File: src/rtl/commit_monitor.sv
// Retire-side commit monitor: registers commits for the debugger, counts retires, keeps a PC ring trace, halts on trap/watchdog.
// Latency: a commit accepted at edge N is visible on dbg_* during cycle N+1; trace reads are combinational.
// Backpressure: wb_ready is high only in RUN and is decoded from state alone, never from wb_valid.
module commit_monitor #(
    parameter int TRACE_DEPTH = 8,
    parameter int TIMEOUT     = 4096
) (
    input  logic                           clk,
    input  logic                           reset,
    input  logic                           wb_valid,
    output logic                           wb_ready,
    input  logic [31:0]                    wb_pc,
    input  logic [31:0]                    wb_inst,
    input  logic                           wb_is_ebreak,
    input  logic                           wb_is_invalid,
    output logic [31:0]                    dbg_pc,
    output logic [31:0]                    dbg_inst,
    output logic                           dbg_valid,
    output logic                           dbg_is_ebreak,
    output logic                           dbg_is_invalid,
    output logic                           halted,
    output logic [1:0]                     halt_cause,
    output logic [63:0]                    retire_cnt,
    input  logic [$clog2(TRACE_DEPTH)-1:0] trace_idx,
    output logic [31:0]                    trace_pc,
    output logic                           trace_hit
);

    localparam int PW = $clog2(TRACE_DEPTH);
    localparam int CW = PW + 1;
    localparam int TW = $clog2(TIMEOUT + 1);
    localparam logic [CW-1:0] FILL_FULL = CW'(TRACE_DEPTH);
    localparam logic [TW-1:0] IDLE_MAX  = TW'(TIMEOUT);

    typedef enum logic [1:0] {
        S_RUN  = 2'd0,
        S_TRAP = 2'd1,
        S_HALT = 2'd2
    } state_t;

    state_t          state_q, state_d;
    logic [31:0]     dbg_pc_q, dbg_pc_d;
    logic [31:0]     dbg_inst_q, dbg_inst_d;
    logic            dbg_valid_q, dbg_valid_d;
    logic            dbg_eb_q, dbg_eb_d;
    logic            dbg_inv_q, dbg_inv_d;
    logic [1:0]      cause_q, cause_d;
    logic [63:0]     cnt_q, cnt_d;
    logic [PW-1:0]   wr_ptr_q, wr_ptr_d;
    logic [CW-1:0]   fill_q, fill_d;
    logic [TW-1:0]   idle_q, idle_d;
    logic [TW-1:0]   idle_inc;
    logic [31:0]     mem_q [TRACE_DEPTH];
    logic            fire;
    logic [PW-1:0]   rd_ptr;

    assign wb_ready = (state_q == S_RUN);
    assign fire     = wb_valid & wb_ready;
    assign idle_inc = idle_q + TW'(1);

    // Next-state: commit capture, retire/trace bookkeeping, trap and watchdog transitions.
    always_comb begin
        state_d     = state_q;
        dbg_pc_d    = dbg_pc_q;
        dbg_inst_d  = dbg_inst_q;
        dbg_valid_d = fire;
        dbg_eb_d    = fire & wb_is_ebreak;
        dbg_inv_d   = fire & wb_is_invalid;
        cause_d     = cause_q;
        cnt_d       = cnt_q;
        wr_ptr_d    = wr_ptr_q;
        fill_d      = fill_q;
        idle_d      = idle_q;
        case (state_q)
            S_RUN: begin
                if (fire) begin
                    dbg_pc_d   = wb_pc;
                    dbg_inst_d = wb_inst;
                    cnt_d      = cnt_q + 64'd1;
                    wr_ptr_d   = wr_ptr_q + PW'(1);
                    if (fill_q != FILL_FULL) begin
                        fill_d = fill_q + CW'(1);
                    end
                    idle_d = '0;
                    // Invalid takes priority over ebreak when both are flagged.
                    if (wb_is_invalid) begin
                        state_d = S_TRAP;
                        cause_d = 2'd2;
                    end else if (wb_is_ebreak) begin
                        state_d = S_TRAP;
                        cause_d = 2'd1;
                    end
                end else begin
                    idle_d = idle_inc;
                    if (idle_inc == IDLE_MAX) begin
                        state_d = S_HALT;
                        cause_d = 2'd3;
                    end
                end
            end
            S_TRAP:  state_d = S_HALT;
            default: state_d = S_HALT;
        endcase
    end

    // State registers with synchronous reset; reset also drops any commit presented this cycle.
    always_ff @(posedge clk) begin
        if (reset) begin
            state_q     <= S_RUN;
            dbg_pc_q    <= '0;
            dbg_inst_q  <= '0;
            dbg_valid_q <= 1'b0;
            dbg_eb_q    <= 1'b0;
            dbg_inv_q   <= 1'b0;
            cause_q     <= '0;
            cnt_q       <= '0;
            wr_ptr_q    <= '0;
            fill_q      <= '0;
            idle_q      <= '0;
        end else begin
            state_q     <= state_d;
            dbg_pc_q    <= dbg_pc_d;
            dbg_inst_q  <= dbg_inst_d;
            dbg_valid_q <= dbg_valid_d;
            dbg_eb_q    <= dbg_eb_d;
            dbg_inv_q   <= dbg_inv_d;
            cause_q     <= cause_d;
            cnt_q       <= cnt_d;
            wr_ptr_q    <= wr_ptr_d;
            fill_q      <= fill_d;
            idle_q      <= idle_d;
        end
    end

    // Trace storage is not reset; the fill count masks stale entries.
    always_ff @(posedge clk) begin
        if (fire && !reset) begin
            mem_q[wr_ptr_q] <= wb_pc;
        end
    end

    // Index 0 is the newest entry, one slot behind the write pointer.
    assign rd_ptr    = wr_ptr_q - PW'(1) - trace_idx;
    assign trace_hit = ({1'b0, trace_idx} < fill_q);
    assign trace_pc  = trace_hit ? mem_q[rd_ptr] : 32'd0;

    assign dbg_pc         = dbg_pc_q;
    assign dbg_inst       = dbg_inst_q;
    assign dbg_valid      = dbg_valid_q;
    assign dbg_is_ebreak  = dbg_eb_q;
    assign dbg_is_invalid = dbg_inv_q;
    assign halted         = (state_q == S_HALT);
    assign halt_cause     = cause_q;
    assign retire_cnt     = cnt_q;

endmodule

File: config.mk
export PLATFORM = sky130hd
export DESIGN_NAME = commit_monitor
export DESIGN_NICKNAME = d
export VERILOG_FILES = /design/src/rtl/commit_monitor.sv
export SDC_FILE = /design/constraint.sdc
export NUM_CORES = 1
export LEC_CHECK = 0
export ABC_AREA = 1
export BUFFER_PORTS_ARGS = -buffer_cell sky130_fd_sc_hd__buf_2
export CAP_MARGIN = 20
export CORE_UTILIZATION = 50
export CTS_CLUSTER_SIZE = 28
export DETAILED_ROUTE_END_ITERATION = 8
export PLACE_DENSITY = 0.74
export REMOVE_ABC_BUFFERS = 1
export SYNTH_ARGS = -nofsm -noshare
export SYNTH_HDL_FRONTEND = slang
export SYNTH_SLANG_ARGS = --single-unit
File: constraint.sdc
create_clock -name clk -period 3.7 [get_ports clk]
set_input_delay 0.37 -clock clk [delete_from_list [all_inputs] [get_ports clk]]
set_output_delay 0.37 -clock clk [all_outputs]
set_load 0.02 [all_outputs]
==> results.sh, run 1 <==
export IMPL_clkPwrFrac_pct=39.9
export IMPL_wl_per_cell_um=17.58
export IMPL_clock_latency_ns=0.56
export IMPL_cp_start_kind="flop"
export IMPL_critPathMaxStageDelay_ns=1.06
export IMPL_async_flop_share_pct=0
export IMPL_grt_overflow_total=0
export IMPL_hpwl_um=27380
export IMPL_startpoint="wr_ptr_q[0]"
export IMPL_total_power_mw=10.88
export IMPL_hold_buffers=0
export IMPL_status="finished, final reports clean"
export IMPL_grt_pass1_vias=13040
export IMPL_crit_fanout=47
export IMPL_fin_util_pct=60.12
export IMPL_cp_cell_sequence="ha_4 > inv_1 > fa_4 > buf_12 > a21oi_1 > a32o_1 > nand2_1 > o211a_1 > buf_2"
export IMPL_clock_sinks=411
export IMPL_die_w_um=189.1
export IMPL_clk_transition_reported_paths_ns=0.06
export IMPL_drt_drc_violations_left=0
export IMPL_ioPinCount=240
export IMPL_hold_path_class="in2reg"
export IMPL_synth_edf_count=256
export IMPL_cts_resized=0
export IMPL_p_int_mw=8.040
export IMPL_crit_cells=9
export IMPL_postSynthAreaPerCell_um2=9.662
export IMPL_viasPerCell=5.484
export IMPL_syn2layout_area_growth_pct=18.33
export IMPL_finalWirelength_um=44380
export IMPL_setup_worst_path_end_class="output pin"
export IMPL_layout_common_cells="nand2_1 (435), edfxtp_1 (256), nor2_1 (251), buf_2 (239), dfxtp_1 (155)"
export IMPL_grtUsageTotal_pct=24.39
export IMPL_synth_cells=1812
export IMPL_die_h_um=189.1
export IMPL_reg2reg_depth=6
export IMPL_grt_busiest_layer="met2"
export IMPL_leakage_nw=8.124
export IMPL_dp_slack_ns=0.5378
export IMPL_finalCritPeriodShare_pct=98.00
export IMPL_slew_violations=0
export IMPL_synth_seq_cells=411
export IMPL_fin_crit_ns=3.626
export IMPL_ys_seq_area_share_pct=61.64
export IMPL_drv_cap=0
export IMPL_slew_headroom_pct=33.64
export IMPL_synth_flop_cell="edfxtp_1"
export IMPL_dpl_cell_area_um2=19280
export IMPL_vias=13840
export IMPL_grt_first_pass_wirelength_um=68550
export IMPL_path_delay_family="adder cells"
export IMPL_worstPathArrival_ns=3.26
export IMPL_synth_cell_types=41
export IMPL_dieArea_um2=35770
export IMPL_gr_usage_met3_pct=4.430
export IMPL_path_buf_inv=3
export IMPL_met2_usage_pct=40.91
export IMPL_start_util_pct=50.81
export IMPL_dr_pass1_iters=5
export IMPL_drive_gt1_share_pct=18.23
export IMPL_nets=2116
export IMPL_cts_made_buffers=43
export IMPL_worst_slack_ns=0.07408
export IMPL_core_area_um2=34460
export IMPL_ir_drop_v=0.0003518
export IMPL_fin_hold_ws_ns=0.05871
export IMPL_grt_max_degree=129
export IMPL_clockRootBuffer="clkbuf_16"
export IMPL_fin_skew_ns=0.02058
export IMPL_finalHoldViolations=0
export IMPL_cts_tree="yes"
export IMPL_setup_worst_path_end="trace_pc[23]"
export IMPL_detail_route_antenna_nets=0
export IMPL_critPathKind="reg2out"
export IMPL_worstMarginPinSlew_ns=0.9918
export IMPL_antenna_found_initial=1
export IMPL_pwr_share_comb_pct=13.8
export IMPL_fp_row_count=68
export IMPL_netlist_area_um2=17510
export IMPL_final_cell_area_um2=20720
export IMPL_final_common_cell="nand2_1"
export IMPL_cts_max_level=2
export IMPL_rrSetupSlack_ns=1.21
export IMPL_switchingPower_mw=2.836
export IMPL_fin_cells=2524
export IMPL_dp_cells=2443
export IMPL_crit_path_top_delay_cell="fa_4"
export IMPL_clock_path_buffers=3
export IMPL_cp_data_required_time_ns=3.33
export IMPL_drt_iter0_markers=880
export IMPL_fmax_mhz=275.8
export IMPL_yosys_warnings=0
export IMPL_gp_congestion=0.9247
export IMPL_r2r_end="mem_q[1][15]"
export IMPL_pwr_share_seq_pct=46.3
export IMPL_swShare_pct=26.08
export IMPL_power_density_nw_per_um2=525.0
export IMPL_port_buffers=239
export IMPL_setup_viol=0
export IMPL_fin_tns_setup_ns=0
export IMPL_cts_setup_buffers=0
export IMPL_met1_usage_pct=31.79
export IMPL_rr_startpoint="state_q[1]"
==> worst reg2reg max path, delay by kind of cell (launching register included) <==
family,cells,cell delay [ns]
simple gates,5,1.60
flops,1,0.34
buf+inv,1,0.26
==> state kept, by name, summed over array words and instances (netlist names) <==
signal          count
mem_q             256
dbg_pc             32
wr_ptr_q            3
idle_q             13
dbg_inst           32
dbg_valid           1
dbg_is_invalid      1
retire_cnt         64
halt_cause          2
fill_q              4
dbg_is_ebreak       1
state_q             2
==> logic make-up after synthesis <==
logic type               after synthesis  synth area share (%)
XOR/XNOR                              16                0.8004
AND/OR/NAND/NOR                      840                 20.25
adder cells (fa/ha/maj)               10                0.7576
flip-flops                           411                 61.64
buffers and inverters                205                 4.488
AO/OA/AOI/OAI                        330                 12.07
==> power by group through the flow <==
stage	registers, mW	clock network [mW]	logic [mW]
5_1_grt	5.05	4.59	1.63
3_3_place_gp	5.13	0	1.44
4_1_cts	5.04	4.42	1.49
2_1_floorplan	5.23	0	0.865
3_5_place_dp	5.14	0	1.48
6_report	5.04	4.34	1.50
==> synthesized netlist by cell type (7+ instances only) <==
cell | instances | area share, %
nor2_2 | 9 | 0.32
dfxtp_1 | 155 | 18
buf_2 | 7 | 0.20
nand4_1 | 25 | 0.89
a21oi_1 | 121 | 3.5
xor2_1 | 12 | 0.60
o21ai_0 | 102 | 2.9
nor2_1 | 257 | 5.5
a32o_1 | 31 | 1.8
a32oi_1 | 31 | 1.6
edfxtp_1 | 256 | 44
nor3_1 | 28 | 0.80
inv_1 | 112 | 2.4
nand3_1 | 49 | 1.4
clkbuf_1 | 78 | 1.7
o211a_1 | 31 | 1.8
ha_1 | 9 | 0.64
nand2_1 | 436 | 9.3
==> worst min-delay path by stage <==
stage / from / endpoint / slack [ns] / cells after the start
after global placement: halt_cause[0] / halt_cause[0] / 0.43 / 2
final: wb_inst[29] / dbg_inst[29] / 0.06 / 3
after floorplan: reset / idle_q[10] / 0.44 / 1
after CTS: wb_inst[19] / dbg_inst[19] / 0.04 / 3
after global routing: wb_inst[10] / dbg_inst[10] / 0.05 / 3
after detailed placement: halt_cause[1] / halt_cause[1] / 0.44 / 2
==> per-layer routing <==
layer  up-vias  part of all wire, %  wire, um
met4         0                  2.6      1163
li1       6677                    -         -
met1      6541                   42     18510
met3        92                  7.4      3292
met2       532                   48     21420
met5         -                    0         0
==> area by class of cell <==
| type | count | area, um^2 |
|---|---|---|
| multi-input cells | 1196 | 6008 |
| clock inverters | 23 | 272.8 |
| well taps | 455 | 569.3 |
| diodes | 1 | 2.502 |
| inverters | 117 | 441.7 |
| flip-flops and latches | 411 | 10790 |
| clock buffers | 56 | 1145 |
| repair buffers | 265 | 1486 |
| fillers | 2864 | 13740 |
No activity file was read; power rests on OpenSTA's default activity.
==> inputs of run 2 (changes only) <==
--- a/config.mk
+++ b/config.mk
@@ -11,7 +11,7 @@
 export CORE_UTILIZATION = 50
 export CTS_CLUSTER_SIZE = 28
 export DETAILED_ROUTE_END_ITERATION = 8
-export PLACE_DENSITY = 0.74
+export PLACE_DENSITY = 0.71
 export REMOVE_ABC_BUFFERS = 1
 export SYNTH_ARGS = -nofsm -noshare
 export SYNTH_HDL_FRONTEND = slang
==> constraint.sdc (replaced) <==
create_clock -name clk -period 4.53 [get_ports clk]
set_input_delay 0.453 -clock clk [delete_from_list [all_inputs] [get_ports clk]]
set_output_delay 0.453 -clock clk [all_outputs]
set_load 0.02 [all_outputs]
==> run 2 against run 1 <==
Effect of this change: core utilization shrank 0.28 points; register-to-register slack gained 0.63 ns; sequential power down 18%; count of clock-buffer cells in the layout increased by 3; critical path type unchanged.
==> results.sh, run 2 (synthesis gave the netlist of run 1 again) <==
export IMPL_rrSetupSlack_ns=1.84
export IMPL_worstPathArrival_ns=3.29
export IMPL_clock_latency_ns=0.54
export IMPL_pwr_share_comb_pct=13.5
export IMPL_fin_cells=2519
export IMPL_fin_crit_ns=3.746
export IMPL_rr_startpoint="state_q[1]"
export IMPL_dieArea_um2=35770
export IMPL_cp_data_required_time_ns=4.08
export IMPL_clkPwrFrac_pct=39.8
export IMPL_setup_worst_path_end_class="output pin"
export IMPL_die_w_um=189.1
export IMPL_grt_max_degree=69
export IMPL_final_common_cell="nand2_1"
export IMPL_rsz0062_at_grt="false"
export IMPL_swShare_pct=25.75
export IMPL_worst_slack_ns=0.7837
export IMPL_total_power_mw=8.819
export IMPL_drt_drc_violations_left=0
export IMPL_core_area_um2=34460
export IMPL_syn2layout_area_growth_pct=17.77
export IMPL_fmax_mhz=266.9
export IMPL_pwr_share_seq_pct=46.7
export IMPL_dp_cells=2440
export IMPL_antenna_cells=0
export IMPL_grt_pass1_vias=13070
export IMPL_dp_slack_ns=1.126
export IMPL_power_density_nw_per_um2=427.7
export IMPL_hpwl_um=27870
export IMPL_switchingPower_mw=2.271
export IMPL_crit_fanout=59
export IMPL_status="finished, final reports clean"
export IMPL_worstMarginPinSlew_ns=0.9243
export IMPL_r2r_end="mem_q[7][7]"
export IMPL_p_int_mw=6.548
export IMPL_fin_tns_setup_ns=0
export IMPL_finalWirelength_um=43670
export IMPL_dr_pass1_iters=5
export IMPL_antenna_found_initial=1
export IMPL_nets=2112
export IMPL_vias=13910
export IMPL_clock_sinks=411
export IMPL_hp_start="wb_inst[5]"
export IMPL_leakage_nw=8.080
export IMPL_cp_start_kind="flop"
export IMPL_clockRootBuffer="clkbuf_16"
export IMPL_hold_path_class="in2reg"
export IMPL_cts_setup_buffers=0
export IMPL_die_h_um=189.1
export IMPL_slew_headroom_pct=38.15
export IMPL_fp_row_count=68
export IMPL_clk_transition_reported_paths_ns=0.06
export IMPL_reg2reg_depth=6
export IMPL_clock_path_buffers=3
export IMPL_finalCritPeriodShare_pct=82.70
export IMPL_grtUsageTotal_pct=24.30
export IMPL_gp_congestion=0.9346
export IMPL_viasPerCell=5.521
export IMPL_port_buffers=239
export IMPL_slew_violations=0
export IMPL_grt_first_pass_wirelength_um=68570
export IMPL_detail_route_antenna_nets=0
export IMPL_setup_viol=0
export IMPL_ioPinCount=240
export IMPL_cts_made_buffers=43
export IMPL_ir_drop_v=0.0002479
export IMPL_drt_iter0_markers=959
export IMPL_cts_tree="yes"
export IMPL_fin_skew_ns=0.01615
export IMPL_wl_per_cell_um=17.34
export IMPL_cts_resized=0
export IMPL_grt_overflow_total=0
export IMPL_top_register="mem_q"
export IMPL_largest_reg_flops=256
export IMPL_cts_max_level=2
export IMPL_critPathKind="reg2out"
export IMPL_holdPathStages=3
export IMPL_finalHoldViolations=0
export IMPL_drv_cap=0
export IMPL_layout_common_cells="nand2_1 (435), edfxtp_1 (256), nor2_1 (251), buf_2 (239), dfxtp_1 (155)"
export IMPL_drive_gt1_share_pct=18.17
export IMPL_holdPathEnd="dbg_inst[5]"
export IMPL_hold_buffers=0
export IMPL_start_util_pct=50.81
## run 2: how the worst max path moves through the flow
stage	depth (start not counted)	startpoint	slack, ns	end
finish	9	wr_ptr_q[0]	0.78	trace_pc[26]
global route	9	wr_ptr_q[0]	0.61	trace_pc[26]
CTS	9	wr_ptr_q[0]	0.75	trace_pc[26]
detailed placement	11	trace_idx[0]	1.13	trace_pc[26]
global placement	11	trace_idx[0]	1.16	trace_pc[26]
floorplan	6	trace_idx[0]	-1.49	trace_pc[0]
## run 2: worst max-delay path, cell delays in order, from the launching register on
cell and delay [ns]:
dfxtp_1 0.44, ha_4 0.16, inv_1 0.04, fa_4 1.04
buf_12 0.33, a21oi_1 0.08, a32o_1 0.23, nand2_1 0.05
o211a_1 0.19, buf_2 0.18
## run 2: area by class of cell
type                            count  area [um^2]
Sequential cell                   411        10790
Clock buffer                       59         1199
Clock inverter                     20        211.5
Tap cell                          455        569.3
Fill cell                        2966        13840
Timing Repair Buffer              261         1399
Inverter                          117        441.7
Multi-Input combinational cell   1196         6008
## run 2: routing by layer
metal  share of wire, %  GRT usage (%)  up-vias
met2                 49          41.84      484
met1                 42          31.18     6662
met4                2.5          7.506        2
met5              0.030              0        -
met3                6.7          4.300       90
li1                   -              -     6669
## run 2: power groups by stage
stage          Combinational, mW  Sequential [mW]  Clock [mW]
3_5_place_dp                1.19             4.19           0
6_report                    1.19             4.11        3.51
3_3_place_gp                1.16             4.19           0
5_1_grt                     1.31             4.12        3.73
4_1_cts                     1.20             4.12        3.57
2_1_floorplan              0.707             4.27           0
## run 2: metrics by stage
step	hold slack [ns]	cell area, um^2	utilization [%]
2_1_floorplan	0.4524	17160	-
3_3_place_gp	0.4318	19210	55.74
3_5_place_dp	0.4455	19210	55.74
4_1_cts	0.1485	20620	59.84
5_1_grt	0.1712	20620	59.84
6_report	0.1653	20620	59.84
==> inputs of run 3 (changes only) <==
--- a/config.mk
+++ b/config.mk
@@ -5,7 +5,7 @@
 export SDC_FILE = /design/constraint.sdc
 export NUM_CORES = 1
 export LEC_CHECK = 0
-export ABC_AREA = 1
+export ABC_AREA = 0
 export BUFFER_PORTS_ARGS = -buffer_cell sky130_fd_sc_hd__buf_2
 export CAP_MARGIN = 20
 export CORE_UTILIZATION = 50
==> constraint.sdc (replaced) <==
create_clock -name clk -period 3.55 [get_ports clk]
set_input_delay 0.355 -clock clk [delete_from_list [all_inputs] [get_ports clk]]
set_output_delay 0.355 -clock clk [all_outputs]
set_load 0.02 [all_outputs]
==> run 3 against run 2 <==
Effect of this change: synthesized area shrank 7.5%; sequential share of layout area grew 2.6 points; worst hold slack lost 0.11 ns; sequential cell count is the same; first-iteration DRC count shrank 28%; via count shrank 24%; clock skew shrank 0.0013 ns; count of clock-buffer cells in the layout shrank 1; critical path depth shrank 1; worst setup slack lost 0.65 ns; die area shrank 7.4%; non-clock buffer count is the same; largest power group unchanged; highest routed layer is now met4.
==> results.sh, run 3 <==
export IMPL_fin_crit_ns=3.418
export IMPL_dp_slack_ns=0.4784
export IMPL_grt_max_degree=98
export IMPL_synth_cell_types=48
export IMPL_crit_fanout=32
export IMPL_clk_transition_reported_paths_ns=0.06
export IMPL_finalWirelength_um=36190
export IMPL_hold_path_class="in2reg"
export IMPL_drt_drc_violations_left=0
export IMPL_final_common_cell="edfxtp_1"
export IMPL_syn2layout_area_growth_pct=21.37
export IMPL_dpl_cell_area_um2=18050
export IMPL_drive_gt1_share_pct=27.77
export IMPL_async_flop_share_pct=0
export IMPL_grt_overflow_total=0
export IMPL_leakage_nw=7.359
export IMPL_layout_common_cells="edfxtp_1 (256), buf_2 (238), nand2_1 (233), dfxtp_1 (153), a21oi_1 (115)"
export IMPL_pwr_share_seq_pct=46.2
export IMPL_crit_cells=8
export IMPL_fp_row_count=65
export IMPL_ioPinCount=240
export IMPL_die_h_um=182.0
export IMPL_grtUsageTotal_pct=22.02
export IMPL_finalHoldViolations=0
export IMPL_detail_route_antenna_nets=0
export IMPL_pwr_share_comb_pct=11.2
export IMPL_worstMarginPinSlew_ns=1.026
export IMPL_synth_top_area_share_pct=47.48
export IMPL_finalCritPeriodShare_pct=96.29
export IMPL_core_area_um2=31720
export IMPL_synth_cells=1250
export IMPL_fin_skew_ns=0.01484
export IMPL_total_power_mw=11.29
export IMPL_reg2reg_depth=6
export IMPL_worstPathArrival_ns=3.06
export IMPL_post_synth_top_count_cell="edfxtp_1"
export IMPL_gp_congestion=0.8210
export IMPL_start_util_pct=51.05
export IMPL_postSynthAreaPerCell_um2=12.95
export IMPL_yosys_warnings=0
export IMPL_cp_data_required_time_ns=3.19
export IMPL_holdPathStages=3
export IMPL_ys_seq_area_share_pct=66.64
export IMPL_cts_max_level=2
export IMPL_synthTopCellsByArea="edfxtp_1 (47%), dfxtp_1 (19%), mux4_2 (8.9%), nand2_1 (5.4%), a21oi_1 (3.6%)"
export IMPL_setup_viol=0
export IMPL_drv_cap=0
export IMPL_clock_latency_ns=0.53
export IMPL_setup_worst_path_end_class="output pin"
export IMPL_cts_tree="yes"
export IMPL_cts_made_buffers=43
export IMPL_fmax_mhz=292.6
export IMPL_top_register="mem_q"
export IMPL_path_buf_inv=3
export IMPL_port_buffers=239
export IMPL_synth_edf_count=256
export IMPL_clockRootBuffer="clkbuf_16"
export IMPL_synth_area_leader_cell="edfxtp_1"
export IMPL_slew_headroom_pct=31.57
export IMPL_antenna_found_initial=1
export IMPL_dieArea_um2=33110
export IMPL_hpwl_um=20610
export IMPL_status="finished, final reports clean"
export IMPL_drt_iter0_markers=694
export IMPL_crit_path_top_delay_cell="fa_4"
export IMPL_hold_buffers=0
export IMPL_yosys_top_cells_count="edfxtp_1 (256), nand2_1 (234), dfxtp_1 (155)"
export IMPL_wl_per_cell_um=18.79
export IMPL_clock_sinks=411
export IMPL_dr_pass1_iters=4
export IMPL_slew_violations=0
export IMPL_rsz0062_at_grt="false"
export IMPL_critPathKind="reg2out"
export IMPL_p_int_mw=8.661
export IMPL_switchingPower_mw=2.630
export IMPL_clkPwrFrac_pct=42.6
export IMPL_path_delay_family="adder cells"
export IMPL_grt_first_pass_wirelength_um=56700
export IMPL_synth_seq_cells=411
export IMPL_power_density_nw_per_um2=574.5
export IMPL_critPathMaxStageDelay_ns=0.82
export IMPL_netlist_area_um2=16190
export IMPL_viasPerCell=5.472
export IMPL_nets=1570
export IMPL_ir_drop_v=0.0003340
export IMPL_clock_path_buffers=3
export IMPL_swShare_pct=23.29
export IMPL_worst_slack_ns=0.1319
export IMPL_cp_start_kind="flop"
export IMPL_die_w_um=182.0
export IMPL_cp_cell_sequence="ha_4 > inv_1 > fa_4 > bufbuf_16 > mux4_2 > nand2_1 > a21oi_1 > buf_2"
export IMPL_synth_flop_cell="edfxtp_1"
export IMPL_final_cell_area_um2=19650
export IMPL_largest_reg_flops=256
export IMPL_grt_pass1_vias=10360
export IMPL_vias=10540
export IMPL_cts_setup_buffers=0
run 3: changes by cell type in the layout (fill, tap and decap cells not counted), sizes merged, moves of 12 or more:
cell	previous run	this run
a32oi	31	0
o211a	31	0
nand2	444	234
o21ai	102	15
and4	0	12
inv	115	16
nor2	272	98
a32o	31	0
nor3	34	14
xor2	12	51
mux4	0	64
nand3	52	36
xnor2	4	22
run 3: logic make-up (layout without fill, tap and decap cells):
family / count (synthesis) / in the layout / share of synthesized area, %
AO/OA/AOI/OAI: 149 / 149 / 4.861
multiplexers: 66 / 66 / 9.033
buffers and inverters: 83 / 356 / 2.017
AND/OR/NAND/NOR: 458 / 458 / 12.68
flip-flops: 411 / 411 / 66.64
other: 0 / 1 / 0
XOR/XNOR: 73 / 73 / 3.949
adder cells (fa/ha/maj): 10 / 10 / 0.8191
run 3: worst min-delay path: cells and delay by family:
family | cells | cell delay [ns]
compound gates | 1 | 0.05
buf+inv | 1 | 0.09
simple gates | 1 | 0.04
run 3: path summary, 6_finish.rpt:
kind	start	endpoint	slack [ns]
hold / removal	wb_inst[8]	dbg_inst[8]	0.05
setup / recovery	wr_ptr_q[0]	trace_pc[29]	0.13
setup reg to reg	retire_cnt[28]	retire_cnt[63]	1.09
hold reg to reg	dbg_inst[21]	dbg_inst[21]	0.45
run 3: cell type report:
class	count	area, um^2
clock buffer	58	1276
antenna	1	2.502
multi-input combinational	756	5197
fill	2437	12070
sequential	411	10790
timing repair buffer	261	1546
tap	402	503.0
inverter	15	56.30
clock inverter	22	277.8
run 3: per-stage QoR:
step / utilization, % / hold WS (ns) / TNS (ns) / instances
after floorplan: - / 0.4241 / -355.23 / 1182
after global routing: 61.95 / 0.04802 / 0 / 1925
after global placement: 56.90 / 0.4378 / 0 / 1844
after CTS: 61.95 / 0.03177 / 0 / 1925
after detailed placement: 56.90 / 0.4432 / 0 / 1844
final: 61.96 / 0.05473 / 0 / 1926
run 3: timing repair:
action,CTS,global route
gates cloned,1,0
endpoints found under the hold margin,0,0
resized for setup,3,1
endpoints found under the setup margin,9,25
run 3: power groups by stage:
stage	registers, mW	clock network (mW)	logic [mW]
final	5.22	4.81	1.27
after global routing	5.23	5.07	1.38
after CTS	5.22	4.89	1.29
after detailed placement	5.32	0	1.24
after global placement	5.32	0	1.23
after floorplan	5.38	0	0.748
run 3: routing by layer:
metal  track usage [%]  vias up  part of all wire (%)  routed length, um
met3             4.994       54                   7.1               2561
met2             37.17      327                    49              17560
met5                 0        -                     0                  0
met1             29.29     5157                    43              15540
li1                  -     5002                     -                  -
met4             4.538        0                   1.5                527
